**src/rtl/mips_muldiv_unit.sv**
```systemverilog
// mips_muldiv_unit
//   Iterative radix-2 multiply/divide sequencer owning the HI/LO pair.
//   MULT/MULTU run shift-add, DIV/DIVU run restoring shift-subtract, one
//   step per cycle for DATA_WIDTH cycles, then a fixup cycle applies the
//   sign correction and writes HI/LO. MTHI/MTLO write HI/LO directly.
// Ports
//   clk, rst        core clock, asynchronous active-high reset
//   start_i         issue strobe for funct_i
//   funct_i         decoded R-type funct code
//   rs_data_i       multiplicand / dividend / MTHI-MTLO source
//   rt_data_i       multiplier / divisor
//   hilo_rd_i       an MFHI/MFLO sits in execute
//   busy_o          operation in flight
//   done_o          one-cycle pulse after HI/LO receive a mul/div result
//   stall_o         hold request for HI/LO readers and new issues
//   hi_o, lo_o      HI and LO registers
module mips_muldiv_unit #(
  parameter int DATA_WIDTH = 32
) (
  input  logic                  clk,
  input  logic                  rst,
  input  logic                  start_i,
  input  logic [5:0]            funct_i,
  input  logic [DATA_WIDTH-1:0] rs_data_i,
  input  logic [DATA_WIDTH-1:0] rt_data_i,
  input  logic                  hilo_rd_i,
  output logic                  busy_o,
  output logic                  done_o,
  output logic                  stall_o,
  output logic [DATA_WIDTH-1:0] hi_o,
  output logic [DATA_WIDTH-1:0] lo_o
);

  localparam int W     = DATA_WIDTH;
  localparam int CNT_W = $clog2(DATA_WIDTH + 1);

  localparam logic [5:0] F_MTHI  = 6'h11;
  localparam logic [5:0] F_MTLO  = 6'h13;
  localparam logic [5:0] F_MULT  = 6'h18;
  localparam logic [5:0] F_MULTU = 6'h19;
  localparam logic [5:0] F_DIV   = 6'h1A;
  localparam logic [5:0] F_DIVU  = 6'h1B;

  typedef enum logic [1:0] {IDLE, RUN, FIXUP} state_t;

  function automatic logic [W-1:0] abs_val(input logic [W-1:0] v, input logic signed_op);
    return (signed_op && v[W-1]) ? (~v + 1'b1) : v;
  endfunction

  function automatic logic [W-1:0] cond_neg(input logic [W-1:0] v, input logic neg);
    return neg ? (~v + 1'b1) : v;
  endfunction

  function automatic logic [2*W-1:0] cond_neg2(input logic [2*W-1:0] v, input logic neg);
    return neg ? (~v + 1'b1) : v;
  endfunction

  state_t           state_q, state_d;
  logic [CNT_W-1:0] cnt_q, cnt_d;
  logic [W-1:0]     hi_q, hi_d, lo_q, lo_d;
  logic             done_q, done_d;
  logic             is_mul_q, is_mul_d;
  logic             negq_q, negq_d;   // product sign (mul) or quotient sign (div)
  logic             negr_q, negr_d;   // remainder sign
  // Datapath: acc holds product upper half / partial remainder; wrk holds
  // the multiplier shifting out and product lower half, or the dividend
  // shifting out and quotient shifting in.
  logic [W-1:0]     acc_q, acc_d, wrk_q, wrk_d, opnd_q, opnd_d;

  logic [W:0]       mul_sum;
  logic [W:0]       div_shift;
  logic [W:0]       div_diff;
  logic             signed_op, mul_op;

  assign mul_sum   = {1'b0, acc_q} + (wrk_q[0] ? {1'b0, opnd_q} : '0);
  assign div_shift = {acc_q, wrk_q[W-1]};
  // Partial remainder stays below the divisor, so the W+1-bit difference
  // has a reliable sign bit.
  assign div_diff  = div_shift - {1'b0, opnd_q};
  assign signed_op = (funct_i == F_MULT) || (funct_i == F_DIV);
  assign mul_op    = (funct_i == F_MULT) || (funct_i == F_MULTU);

  always_comb begin
    state_d  = state_q;
    cnt_d    = cnt_q;
    hi_d     = hi_q;
    lo_d     = lo_q;
    done_d   = 1'b0;
    is_mul_d = is_mul_q;
    negq_d   = negq_q;
    negr_d   = negr_q;
    acc_d    = acc_q;
    wrk_d    = wrk_q;
    opnd_d   = opnd_q;
    case (state_q)
      IDLE: begin
        if (start_i) begin
          case (funct_i)
            F_MULT, F_MULTU, F_DIV, F_DIVU: begin
              wrk_d    = abs_val(rs_data_i, signed_op);
              opnd_d   = abs_val(rt_data_i, signed_op);
              acc_d    = '0;
              cnt_d    = '0;
              is_mul_d = mul_op;
              // A zero divisor leaves the all-ones quotient unnegated; the
              // remainder fixup then reproduces rs exactly.
              negq_d   = signed_op && (rs_data_i[W-1] ^ rt_data_i[W-1]) &&
                         (mul_op || (rt_data_i != '0));
              negr_d   = signed_op && rs_data_i[W-1];
              state_d  = RUN;
            end
            F_MTHI:  hi_d = rs_data_i;
            F_MTLO:  lo_d = rs_data_i;
            default: ;
          endcase
        end
      end
      RUN: begin
        cnt_d = cnt_q + 1'b1;
        if (cnt_q == CNT_W'(W - 1)) state_d = FIXUP;
        if (is_mul_q) begin
          acc_d = mul_sum[W:1];
          wrk_d = {mul_sum[0], wrk_q[W-1:1]};
        end else begin
          acc_d = div_diff[W] ? div_shift[W-1:0] : div_diff[W-1:0];
          wrk_d = {wrk_q[W-2:0], ~div_diff[W]};
        end
      end
      FIXUP: begin
        if (is_mul_q) begin
          {hi_d, lo_d} = cond_neg2({acc_q, wrk_q}, negq_q);
        end else begin
          lo_d = cond_neg(wrk_q, negq_q);
          hi_d = cond_neg(acc_q, negr_q);
        end
        done_d  = 1'b1;
        state_d = IDLE;
      end
      default: state_d = IDLE;
    endcase
  end

  always_ff @(posedge clk or posedge rst) begin
    if (rst) begin
      state_q  <= IDLE;
      cnt_q    <= '0;
      hi_q     <= '0;
      lo_q     <= '0;
      done_q   <= 1'b0;
      is_mul_q <= 1'b0;
      negq_q   <= 1'b0;
      negr_q   <= 1'b0;
    end else begin
      state_q  <= state_d;
      cnt_q    <= cnt_d;
      hi_q     <= hi_d;
      lo_q     <= lo_d;
      done_q   <= done_d;
      is_mul_q <= is_mul_d;
      negq_q   <= negq_d;
      negr_q   <= negr_d;
    end
  end

  always_ff @(posedge clk) begin
    acc_q  <= acc_d;
    wrk_q  <= wrk_d;
    opnd_q <= opnd_d;
  end

  assign busy_o  = (state_q != IDLE);
  assign done_o  = done_q;
  assign stall_o = busy_o & (hilo_rd_i | start_i);
  assign hi_o    = hi_q;
  assign lo_o    = lo_q;

endmodule

```
**config.mk**
```make
export PLATFORM = sky130hd
export DESIGN_NAME = mips_muldiv_unit
export DESIGN_NICKNAME = d
export VERILOG_FILES = /design/src/rtl/mips_muldiv_unit.sv
export SDC_FILE = /design/constraint.sdc
export NUM_CORES = 1
export LEC_CHECK = 0
export BUFFER_PORTS_ARGS = -buffer_cell sky130_fd_sc_hd__buf_2
export CORE_ASPECT_RATIO = 0.8
export CORE_MARGIN = 2
export CORE_UTILIZATION = 45
export CTS_CLUSTER_SIZE = 28
export DETAILED_ROUTE_END_ITERATION = 12
export HOLD_SLACK_MARGIN = 0.1
export SLEW_MARGIN = 20
export SYNTH_ARGS = -nofsm -noshare
export SYNTH_HDL_FRONTEND = slang
export SYNTH_SLANG_ARGS = --single-unit
```
**constraint.sdc**
```tcl
create_clock -name clk -period 5.3 [get_ports clk]
set_clock_uncertainty 0.2 [all_clocks]
set_input_delay 0.53 -clock clk [delete_from_list [all_inputs] [get_ports clk]]
set_output_delay 0.53 -clock clk [all_outputs]
set_load 0.05 [all_outputs]
```
==> key figures <==
GRT
  – Via count of the first global-routing pass: 12.0k
  – Busiest layer in global routing: met1
  – GR Util met3: 3.32%
  – Pin count of the biggest net entering global routing: 74
  – Wire length of the first global-routing pass: 68.3 mm
  – GRT Overall Usage: a little over a quarter
  – Gr ovfl total: 0
  – Met1 Usage GRT: 40.7%
  – Global routing usage on met2: about two fifths
  – Initial antenna violation count: 0

Die
  – Die Y: 162 µm
  – DIE AREA: 32800 µm²
  – I/O pins: 141
  – Rows: 57
  – Initial core utilization: 46.1%
  – CORE AREA: roughly 31000 µm²
  – Die Wd: roughly 200 µm

Routing
  – Via Count: 13.3k
  – TritonRoute pass-1 iters: 5
  – DR WL/cell: 20.0 µm
  – 1st-iter DRT viols: 1258
  – Remaining DRCs: 0
  – DRT antenna net count: 0
  – Total Wirelength: 44.5 mm
  – Via/cell ratio: 5.98

Layout
  – Layout cells sized above 1: 12.1%
  – Layout Nets: 1940
  – # diodes: 0
  – Layout fillers: ~3k
  – Final instance area: 15800 µm²
  – Area Growth Syn to Fin: 11.9%

Worst hold path
  – Worst hold-check path type: in -> reg

Critical path
  – Crit path arrival time: 4.35 ns
  – CP top delay family: compound AO/OA/AOI/OAI gates
  – Crit-path cells: inv_1 -> ha_1 -> fa_1 -> nand2b_1 -> a21oi_1 -> o21ai_0 -> a21oi_1 -> a211o_1 -> a22o_1 -> buf_4 -> nor2_1 -> a211oi_1 -> a211oi_1
  – Worst Setup End Kind: flip-flop
  – Buf/Inv on CP: 2
  – CP startpoint kind: flip-flop
  – WP data required: between 5 and 6 ns
  – Slowest-stage cell, CP: a22o_1
  – Crit-path max cell delay: 0.66 ns
  – Largest fanout on the critical path: 17
  – Critical path class: reg -> reg

Synthesis
  – Compound-Gate Fraction of Synth Area: 23.0%
  – Largest family of logic cells by synthesized area: compound AO/OA/AOI/OAI gates
  – Sequential area share after synthesis: 33.9%
  – Avg Cell Area, Syn: 8.28 µm²
  – Top_reg_cell synth: edfxtp_1
  – Synth top area share: about a fifth
  – Number of synthesized register bits: 172
  – Synth cell count leaders: nor2_1 (181), nand2_1 (174), a21oi_1 (170)
  – Mux contribution to synthesized area: 2.86%
  – Gate Count Post-Synth: 1705
  – Top post-synthesis cells by area: edfxtp_1 (20%), dfrtp_1 (13%), ha_1 (6.1%)
  – Mapped Area: 14100 µm²
  – Async set-reset flop share out of synthesis: 44.2%
  – Post-Synth XOR/XNOR Area: between 10% and 20%
  – Syn. warnings: 0
  – Largest area contributor in the netlist: edfxtp_1
  – Synth Area in Adders: 6.40%
  – Count leader, synth: nor2_1
  – Post-Synth Simple-Gate Area: 19.1%
  – Synthesized net count: around 1.9k
  – Number of synthesized flops with an enable pin: 96
  – Yosys cell types: 78

Power
  – Worst VDD drop: 0.347 mV
  – Design Power: 6.96 mW
  – Leakage power: 6.65 nW
  – Pwr/cell area: 441 nW/µm²

Timing
  – Setup ws final: 0.914 ns
  – Relative slew slack: 29.2%
  – Total negative setup slack: 0 ns
  – Unrepaired setup endpoints after global routing: false
  – Worst slew pin tran: 1.06 ns
  – Final setup violating endpoints: 0
  – Fmax: 228 MHz
  – Tmin final: 4.39 ns
  – Final count of hold timing violations: 0
  – Pins Over Slew Limit: 0
  – Post-route clock period utilization: 82.7%

Placed design
  – GP Congestion: 0.952
  – Area post-placement: ~15000 µm²
  – Dpl hpwl: 33.3 mm
  – Port Buffers: 140
  – Worst slack, placed: roughly 1 ns

Job
  – Max cap viols: 0

Clocking
  – Reg clk slew, reported paths: 0.07 ns
  – Root buffer cell: clkbuf_16
  – Clock latency on the worst-skew pair: 0.45 ns
  – H-tree Lvls: 4
  – Clk sink count: about 170
  – CTS tree: yes
  – CTS Buf Count: 17
  – CTS Buffer Depth: 2

Outcome
  – Status: finished clean
[per-layer routing]
metal	vias to the layer above	wire, µm
met1	6455	21700
met5	-	0
met2	422	19400
li1	6374	-
met3	35	2700
met4	0	622
[final timing paths]
check / end / slack (ns) / cells after the start / start
worst max-delay path: acc_q[5] / 0.91 / 13 / wrk_q[31]
worst min-delay path: is_mul_q / 0.14 / 2 / funct_i[1]
worst max register to register: acc_q[5] / 0.91 / 13 / wrk_q[31]
worst min register to register: lo_o[15] / 0.28 / 1 / lo_o[15]
max in group asynchronous: is_mul_q / 3.37 / 4 / rst
min in group asynchronous: lo_o[3] / 0.51 / 3 / rst
[what timing repair did]
| item | in CTS | in global routing |
|---|---|---|
| buffers inserted | 0 | 0 |
| hold buffers | 1 | 0 |
| gates resized for setup | 0 | 0 |
| endpoints found under the hold margin | 37 | 0 |
[cell families (layout without fill, tap and decap cells)]
logic type                 after synthesis  count (layout)
DFF                                    172             172
buffers and inverters                  153             256
and+or+nand+nor                        570             570
AOI/OAI and AO/OA                      529             529
muxes                                   40              40
adders and majority gates               71              71
xor gates and xnor gates               170             170
[metrics by stage]
stage / cells / hold WS (ns) / util (%)
6_report: 2221 / 0.144 / 51.6
5_1_grt: 2221 / 0.143 / 51.6
4_1_cts: 2221 / 0.125 / 51.6
3_5_place_dp: 2188 / 0.264 / 49.6
3_3_place_gp: 2188 / 0.257 / 49.6
2_1_floorplan: 1705 / 0.252 / -
[cell usage in the layout, fill, tap and decap left out, types with 8 or more instances in the layout]
cell	n
a31oi_1	22
o41ai_1	8
ha_1	69
buf_4	17
nand3_1	20
nor4_1	15
nand4_1	10
and2_1	15
xnor2_1	91
nand2_1	174
clkbuf_16	18
a21oi_1	170
a221oi_1	8
nand2b_1	17
o21ai_0	140
mux2i_1	37
and3_1	28
xor2_1	79
buf_2	140
inv_1	64
o22ai_1	9
nor3_1	32
edfxtp_1	96
or3_1	18
o211ai_1	10
dfrtp_1	75
a211oi_1	33
a21o_1	31
o31ai_1	25
or4_1	9
nor2_1	178
nor2b_1	12
[power by group]
part / internal [mW] / switching, mW / leakage (nW)
combinational: 1.07 / 2.27 / 4.53
sequential: 1.85 / 0.416 / 1.82
clock: 0.736 / 0.615 / 0.298
[flip-flops by register name, summed over array words and instances, names as in the netlist]
| signal | flops |
|---|---|
| acc_q | 32 |
| state_q | 2 |
| done_o | 1 |
| opnd_q | 32 |
| negq_q | 1 |
| wrk_q | 32 |
| negr_q | 1 |
| cnt_q | 6 |
| is_mul_q | 1 |
| hi_o | 32 |
| lo_o | 32 |
[area by class of cell]
cell class                 instances  area (µm²)  area share, %
clock buffer                      19         454           2.88
clock inverter                    13         153          0.966
inverter                          66         249           1.58
multi-input combinational       1380        8790           55.7
sequential                       172        4790           30.3
tap                              413         517           3.27
timing repair buffer             158         838           5.31
Power figures use the tool's default switching activity.
